==> src/rtl/bshift_pipe.sv <==
// Pipelined barrel shifter: one register stage per shift-amount bit, valid/ready on both sides.
// Define BSHIFT_ROTATE_EN to enable rotate operations selected by the rot input.
module bshift_pipe #(
  parameter int WIDTH = 8,
  parameter int SHW   = $clog2(WIDTH)
) (
  input  logic             clk,
  input  logic             rst,
  input  logic             in_valid,
  output logic             in_ready,
  input  logic [WIDTH-1:0] din,
  input  logic [SHW-1:0]   shamt,
  input  logic             lr,
  input  logic             al,
  input  logic             rot,
  output logic             out_valid,
  input  logic             out_ready,
  output logic [WIDTH-1:0] dout
);

  function automatic logic [WIDTH-1:0] shift_step(input logic [WIDTH-1:0] d, input int amt,
                                                  input logic left, input logic arith);
    logic signed [WIDTH-1:0] sd;
    sd = d;
    if (left)       shift_step = d << amt;
    else if (arith) shift_step = sd >>> amt;
    else            shift_step = d >> amt;
  endfunction

`ifdef BSHIFT_ROTATE_EN
  function automatic logic [WIDTH-1:0] rotate_step(input logic [WIDTH-1:0] d, input int amt,
                                                   input logic left);
    if (left) rotate_step = (d << amt) | (d >> (WIDTH - amt));
    else      rotate_step = (d >> amt) | (d << (WIDTH - amt));
  endfunction
`endif

  logic             stall;
  logic             advance;
  logic [WIDTH-1:0] data_p [SHW];
  logic [SHW-1:0]   sh_p   [SHW];
  logic             vld_p  [SHW];
  logic             lr_p   [SHW];
  logic             al_p   [SHW];
`ifdef BSHIFT_ROTATE_EN
  logic             rot_p  [SHW];
`else
  logic             rot_unused;
  assign rot_unused = rot;
`endif

  // A stalled consumer freezes every stage, so nothing can be overwritten or lost.
  assign stall     = out_valid & ~out_ready;
  assign advance   = ~stall;
  assign in_ready  = ~stall;
  assign out_valid = vld_p[SHW-1];
  assign dout      = data_p[SHW-1];

  for (genvar k = 0; k < SHW; k++) begin : g_stage
    logic [WIDTH-1:0] src_data;
    logic [SHW-1:0]   src_sh;
    logic             src_vld;
    logic             src_lr;
    logic             src_al;
`ifdef BSHIFT_ROTATE_EN
    logic             src_rot;
`endif

    if (k == 0) begin : g_head
      assign src_data = din;
      assign src_sh   = shamt;
      assign src_vld  = in_valid;
      assign src_lr   = lr;
      assign src_al   = al;
`ifdef BSHIFT_ROTATE_EN
      assign src_rot  = rot;
`endif
    end else begin : g_tail
      assign src_data = data_p[k-1];
      assign src_sh   = sh_p[k-1];
      assign src_vld  = vld_p[k-1];
      assign src_lr   = lr_p[k-1];
      assign src_al   = al_p[k-1];
`ifdef BSHIFT_ROTATE_EN
      assign src_rot  = rot_p[k-1];
`endif
    end

    // Stage k boundary: apply the 2^k shift when shamt[k] is set.
    always_ff @(posedge clk) begin
      if (rst) begin
        vld_p[k]  <= 1'b0;
        data_p[k] <= '0;
        sh_p[k]   <= '0;
        lr_p[k]   <= 1'b0;
        al_p[k]   <= 1'b0;
`ifdef BSHIFT_ROTATE_EN
        rot_p[k]  <= 1'b0;
`endif
      end else if (advance) begin
        vld_p[k] <= src_vld;
        sh_p[k]  <= src_sh;
        lr_p[k]  <= src_lr;
        al_p[k]  <= src_al;
`ifdef BSHIFT_ROTATE_EN
        rot_p[k] <= src_rot;
`endif
        if (!src_sh[k])
          data_p[k] <= src_data;
`ifdef BSHIFT_ROTATE_EN
        else if (src_rot)
          data_p[k] <= rotate_step(src_data, 1 << k, src_lr);
`endif
        else
          data_p[k] <= shift_step(src_data, 1 << k, src_lr, src_al);
      end
    end
  end

endmodule

==> config.mk <==
export PLATFORM = sky130hd
export DESIGN_NAME = bshift_pipe
export DESIGN_NICKNAME = d
export VERILOG_FILES = /design/src/rtl/bshift_pipe.sv
export SDC_FILE = /design/constraint.sdc
export NUM_CORES = 1
export LEC_CHECK = 0
export CORE_UTILIZATION = 50
export CTS_BUF_LIST = sky130_fd_sc_hd__clkbuf_4 sky130_fd_sc_hd__clkbuf_8
export DETAILED_ROUTE_END_ITERATION = 8
export PLACE_DENSITY = 0.78
export SLEW_MARGIN = 5
export SYNTH_ARGS = -nofsm -noshare
export SYNTH_HDL_FRONTEND = slang
export SYNTH_SLANG_ARGS = --single-unit
==> constraint.sdc <==
create_clock -name clk -period 1.3 [get_ports clk]
set_clock_uncertainty 0.15 [all_clocks]
set_input_delay 0.325 -clock clk [delete_from_list [all_inputs] [get_ports clk]]
set_output_delay 0.325 -clock clk [all_outputs]
set_load 0.02 [all_outputs]
==> flow_metrics.py, run 1 <==
metrics = {
    "sta": {
        "holdWs_ns": 0.407,
        "max_freq_mhz": 680,
        "tns_ns": -5.63,
        "timing.final.setup_violations": 69,
        "maxSlewHeadroom_pct": 82.5,
        "tightest_slew_ns": 0.263,
        "slew_viol_final": 0,
        "hold_viol_final": 0,
        "fin_crit_sh_pct": 113,
        "fin_ws_ns": -0.170,
        "rsz0062_at_grt": "true",
        "fin_crit_ns": 1.47,
    },
    "floorplan": {
        "design.core.area_um2": 3340,
        "rows": 21,
        "die_x_um": 61.0,
        "ioPinCount": 28,
        "initial_utilization_pct": 52.2,
        "die_area_um2": 3720,
        "die_h_um": 61.0,
    },
    "hold_path": {
        "holdPathStages": 1,
        "hold_class": "register to register",
        "worstHoldStart": "sh_p[0][2]$_SDFFCE_PN0P_",
        "hold_path_end": "sh_p[1][2]$_SDFFCE_PN0P_",
    },
    "cts": {
        "tritoncts": "built",
        "cts_buffers": 5,
        "cts_hold_buf": 0,
        "cts.sinks": 34,
        "htreeDepth": 2,
        "cts.path.max_buffers": 2,
        "root_buffer": "clkbuf_4",
        "path_clk_slew_ns": 0.09,
        "insertion_delay_ns": 0.32,
    },
    "routing": {
        "drc": 0,
        "vias": 1222,
        "drt_first_pass_iters": 4,
        "drtIter0Drc": 77,
        "routed_wl_um": 3230,
        "vias_per_cell": 5.36,
        "detail-route-antenna-nets": 0,
        "wire_per_inst_um": 14.2,
    },
    "global_routing": {
        "grt_pass1_vias": 1187,
        "grt_pass1_wl_um": 5130,
        "antenna_found_initial": 0,
        "grt_max_degree": 11,
        "overflow": 0,
        "grt.total_usage_pct": 19.3,
    },
    "yosys": {
        "synth_common_cells": "34 x edfxtp_1, 20 x nor2_1, 10 x a211oi_2, 10 x and2_1, 10 x mux2i_1",
        "synth-edff-count": 34,
        "synth_cell_types": 25,
        "ys_seq_area_share_pct": 58.6,
        "synth.most_common_cell": "edfxtp_1",
        "synth_compound_area_share_pct": 14.9,
        "ys.flop_type": "edfxtp_1",
        "synth-simple-area-share_pct": 16.7,
        "ys_warn_count": 0,
        "synth_xor_xnor_area_share_pct": 0,
        "yosys.area.top_type": "edfxtp_1",
        "synthCells": 135,
        "synthArstFlopShare_pct": 0,
        "synth_top_area_share_pct": 58.6,
        "synth_area_um2": 1740,
        "muxShareOfSynthArea_pct": 5.75,
        "avgSynthCellArea_um2": 12.9,
        "synth_seq_cells": 34,
        "synth_top_family_by_area": "simple AND/OR/NAND/NOR gates",
        "synth_adder_area_share_pct": 0,
        "synth_nets": 153,
        "synth_area_leaders": "edfxtp_1 59%, a211oi_2 7.2%, mux2i_1 5.7%",
    },
    "critical_path": {
        "r2r_cells": 5,
        "crit_chain": "nand2b_4 -> buf_6 -> nand2b_4 -> buf_12 -> a311oi_2",
        "setup.worst_path.class": "register to register",
        "crit_fanout": 8,
        "slowest_delay_ns": 0.44,
        "r2r_start": "vld_p[2]$_SDFFCE_PN0P_",
        "worst_ep_required_time_ns": 1.30,
        "critPathLaunchType": "register",
        "rrSetupSlack_ns": -0.17,
        "r2r-end": "data_p[2][5]$_SDFFCE_PN0P_",
        "arrival_ns": 1.47,
        "cp_common_cell": "nand2b_4",
        "critPathSlowestCell": "edfxtp_1",
        "cp-end-kind": "register",
    },
    "layout": {
        "layout-drive-gt1-share_pct": 45.1,
        "n_fill_cell": 240,
        "area_growth_pct": 35.5,
        "antenna_cells": 0,
        "final_area_um2": 2360,
        "nets": 200,
        "finalNonFillerCells": 228,
    },
    "power_and_ir_drop": {
        "leakagePower_nw": 0.912,
        "peakVddDrop_v": 0.000460,
        "cellPowerDensity_nw_per_um2": 1010,
    },
    "placed_design": {
        "place.port_buffers": 26,
        "dpl.cell_count": 213,
        "place_area_um2": 2140,
        "place_hpwl_um": 2240,
        "routabilityCongestion": 0.839,
    },
    "run_status": {
        "status": "finished, violations left",
        "failed_checks": "negative setup slack",
    },
    "run": {
        "maxCapViolations": 0,
    },
}
[cell type report]
class	count	area, µm²	area share [%]
timing repair buffer	45	452	19.1
clock buffer	7	52.6	2.23
multi-input combinational	93	766	32.4
sequential	34	1020	43.3
tap	46	57.6	2.44
inverter	3	11.3	0.477
[what timing repair did]
item,CTS,global route
resized for setup,55,38
gates cloned,1,1
buffers inserted,2,4
pin swaps,0,3
endpoints found under the setup margin,78,78
[registers in the layout, indices dropped and copies added (netlist names)]
signal and flops:
al_p 2, data_p 24, lr_p 2, vld_p 3, sh_p 3
[cell families after synthesis]
logic type / after synthesis
flip-flops: 34
AO/OA/AOI/OAI: 27
AND/OR/NAND/NOR: 54
buffers and inverters: 10
multiplexers: 10
[worst max-delay path by stage]
| stage | from | end | cells after the start |
|---|---|---|---|
| 2_1_floorplan | vld_p[2]$_SDFFCE_PN0P_ | data_p[0][0]$_DFFE_PP_ | 2 |
| 3_3_place_gp | out_ready | in_ready | 3 |
| 3_5_place_dp | out_ready | in_ready | 3 |
| 4_1_cts | vld_p[2]$_SDFFCE_PN0P_ | in_ready | 2 |
| 5_1_grt | vld_p[2]$_SDFFCE_PN0P_ | data_p[2][5]$_SDFFCE_PN0P_ | 5 |
| 6_report | vld_p[2]$_SDFFCE_PN0P_ | data_p[2][5]$_SDFFCE_PN0P_ | 5 |
[layout by cell type, fill, tap and decap left out, drive strengths merged]
master | Yosys | final
edfxtp | 34 | 34
buf | 7 | 29
nor2 | 20 | 20
clkdlybuf4s50 | 0 | 14
mux2i | 10 | 10
a211oi | 10 | 10
and2 | 10 | 10
clkbuf | 0 | 7
nand2 | 7 | 7
or2 | 4 | 5
nor2b | 5 | 5
a22oi | 5 | 5
a21oi | 4 | 4
a311oi | 4 | 4
inv | 3 | 3
nand3 | 3 | 3
o21ai | 3 | 3
nand2b | 2 | 2
nand3b | 2 | 2
and2b | 1 | 2
dlygate4sd2 | 0 | 2
a2bb2oi | 1 | 1
[critical path, delay by kind of cell (launching register included)]
kind	cells	cell delay, ns
buffers and inverters	2	0.30
AO/OA/AOI/OAI	1	0.19
AND/OR/NAND/NOR	2	0.22
flip-flops	1	0.44
[routing by layer]
layer | routed length (µm) | global-route usage [%] | part of all wire (%)
met5 | 0 | 0 | 0
met4 | 76 | 9.42 | 2.4
met2 | 1790 | 36.0 | 55
met3 | 146 | 5.88 | 4.5
met1 | 1220 | 19.3 | 38
[power by group]
group	switching, mW	total (mW)	internal [mW]
Clock	0.313	0.559	0.246
Combinational	0.216	0.466	0.250
Sequential	0.0565	1.36	1.30
Total	0.585	2.38	1.80
[stage by stage]
stage               setup slack (ns)  power, mW  util [%]
CTS                           -0.163       2.32      66.0
finish                        -0.170       2.38      70.7
floorplan                     -0.110       1.60         -
global route                  -0.235       2.50      70.7
global placement              -0.671       1.75      64.2
detailed placement            -0.682       1.77      64.2
Power figures use the tool's default switching activity.
==> run 2: changes to the inputs <==
- TNS_END_PERCENT: default -> 20
==> run 2 against run 1 <==
Effect of this change:
- routed wire length is 9.4% lower
- power is 5.2% lower
- highest routed layer unchanged
- sequential share of layout area rose by 4.1 points
- the flow still finishes with violations (negative setup slack)
- maximum frequency grew 0.76%
==> flow_metrics.py, run 2 (synthesis results as in run 1) <==
metrics = {
    "run_status": {
        "status": "finished, violations left",
        "failed_checks": "negative setup slack",
    },
    "cts": {
        "cts_hold_buf": 0,
        "insertion_delay_ns": 0.33,
        "root_buffer": "clkbuf_4",
        "cts.path.max_buffers": 2,
        "path_clk_slew_ns": 0.10,
        "cts_buffers": 5,
        "tritoncts": "built",
        "cts_setup_buffers": 0,
        "cts.sinks": 34,
        "htreeDepth": 2,
    },
    "placed_design": {
        "routabilityCongestion": 0.816,
        "place.port_buffers": 26,
        "place_hpwl_um": 2270,
        "place_ws_ns": -0.674,
    },
    "layout": {
        "layout-drive-gt1-share_pct": 30.6,
        "n_fill_cell": 279,
        "final_cell_mix": "34 x edfxtp_1, 19 x nor2_1, 14 x clkdlybuf4s50_1",
        "area_growth_pct": 23.9,
        "largest_register_ff_count": 24,
        "largestRegisters": "data_p x24, sh_p x3, vld_p x3",
        "top_register": "data_p",
        "mostFrequentLayoutCell": "edfxtp_1",
        "nets": 191,
        "antenna_cells": 0,
    },
    "sta": {
        "fin_crit_sh_pct": 112,
        "maxSlewHeadroom_pct": 71.7,
        "slew_viol_final": 0,
        "tns_ns": -3.73,
        "rsz0062_at_grt": "true",
        "fin_ws_ns": -0.159,
        "max_freq_mhz": 686,
        "fin_crit_ns": 1.46,
        "tightest_slew_ns": 0.425,
        "timing.final.setup_violations": 75,
        "hold_viol_final": 0,
    },
    "routing": {
        "vias": 1165,
        "detail-route-antenna-nets": 0,
        "vias_per_cell": 5.32,
        "drtIter0Drc": 49,
        "routed_wl_um": 2930,
        "drc": 0,
        "drt_first_pass_iters": 4,
        "wire_per_inst_um": 13.4,
    },
    "floorplan": {
        "design.core.area_um2": 3340,
        "initial_utilization_pct": 52.2,
        "die_h_um": 61.0,
        "die_x_um": 61.0,
        "die_area_um2": 3720,
        "ioPinCount": 28,
        "rows": 21,
    },
    "critical_path": {
        "crit_fanout": 2,
        "startpoint": "vld_p[2]$_SDFFCE_PN0P_",
        "rrSetupSlack_ns": -0.14,
        "arrival_ns": 0.98,
        "r2r-end": "data_p[2][5]$_SDFFCE_PN0P_",
        "worst_ep_required_time_ns": 0.82,
        "slowest_delay_ns": 0.44,
        "critPathSlowestCell": "edfxtp_1",
        "cp-end-kind": "primary output",
        "crit_chain": "nand2b_4 -> buf_6",
        "r2r_cells": 5,
        "critPathLaunchType": "register",
        "setup.worst_path.class": "register to primary output",
        "r2r_start": "vld_p[2]$_SDFFCE_PN0P_",
    },
    "power_and_ir_drop": {
        "pwr-share-seq_pct": 60.0,
        "cellPowerDensity_nw_per_um2": 1050,
        "pwr-share-clk_pct": 23.1,
        "swShare_pct": 25.1,
        "combinationalPowerShare_pct": 16.9,
        "switchingPower_mw": 0.567,
        "peakVddDrop_v": 0.000490,
        "p_int_mw": 1.69,
        "leakagePower_nw": 0.843,
        "total_power_mw": 2.26,
    },
    "hold_path": {
        "worstHoldStart": "vld_p[1]$_DFFE_PP_",
        "hold_path_end": "vld_p[2]$_SDFFCE_PN0P_",
        "hold_class": "register to register",
        "holdPathStages": 1,
    },
    "global_routing": {
        "overflow": 0,
        "grt_pass1_vias": 1154,
        "grt_max_degree": 12,
        "antenna_found_initial": 0,
        "grt.total_usage_pct": 18.4,
        "grt_pass1_wl_um": 4780,
    },
    "run": {
        "maxCapViolations": 0,
    },
}
run 2: changes by cell type in the layout (fill, tap and decap cells not counted), moves of 4 or more:
cell / previous run / this run
buf_2: 2 / 6
nor2_1: 15 / 19
a21oi_2: 4 / 0
and2_4: 8 / 0
a21oi_1: 0 / 4
and2_1: 2 / 10
buf_6: 15 / 4
run 2: stage by stage:
stage | cells | hold slack [ns] | utilization (%) | area, µm²
floorplan | 135 | 0.353 | - | 1750
global placement | 211 | 0.355 | 63.3 | 2110
detailed placement | 211 | 0.370 | 63.3 | 2110
CTS | 218 | 0.382 | 64.1 | 2140
global route | 219 | 0.385 | 64.6 | 2160
finish | 219 | 0.380 | 64.6 | 2160
run 2: layer usage:
layer | share of wire [%] | vias to the layer above | routed length (µm) | track usage (%)
li1 | - | 575 | - | -
met1 | 36 | 547 | 1070 | 16.8
met2 | 57 | 36 | 1670 | 35.6
met3 | 4.5 | 7 | 132 | 6.30
met4 | 1.9 | 0 | 57 | 9.09
met5 | 0 | - | 0 | 0
run 2: worst max-delay path by stage:
stage                     cells past startpoint                endpoint
after floorplan                               2  data_p[0][0]$_DFFE_PP_
after global placement                        3                in_ready
after detailed placement                      3                in_ready
after CTS                                     2                in_ready
after global routing                          2                in_ready
final                                         2                in_ready
run 2: timing repair:
item	in CTS	in global routing
setup endpoints to repair	78	78
pin swaps	1	1
cloned	0	1
resized for setup	53	3
run 2: power groups by stage:
stage,Combinational (mW),Clock [mW],Sequential [mW]
final,0.381,0.522,1.35
after CTS,0.376,0.535,1.35
after global routing,0.412,0.592,1.36
after floorplan,0.207,0,1.39
after global placement,0.370,0,1.37
after detailed placement,0.385,0,1.38
run 2: cell type report:
class / instances / area, µm² / area share [%]
Clock buffer: 5 / 37.5 / 1.74
Tap cell: 46 / 57.6 / 2.67
Clock inverter: 2 / 10.0 / 0.464
Multi-Input combinational cell: 92 / 679 / 31.5
Inverter: 3 / 11.3 / 0.522
Sequential cell: 34 / 1020 / 47.3
Timing Repair Buffer: 37 / 340 / 15.8
run 2: critical path, delay by kind of cell (launching register included):
kind | cells | cell delay, ns
buffers and inverters | 1 | 0.11
DFF | 1 | 0.44
and+or+nand+nor | 1 | 0.10
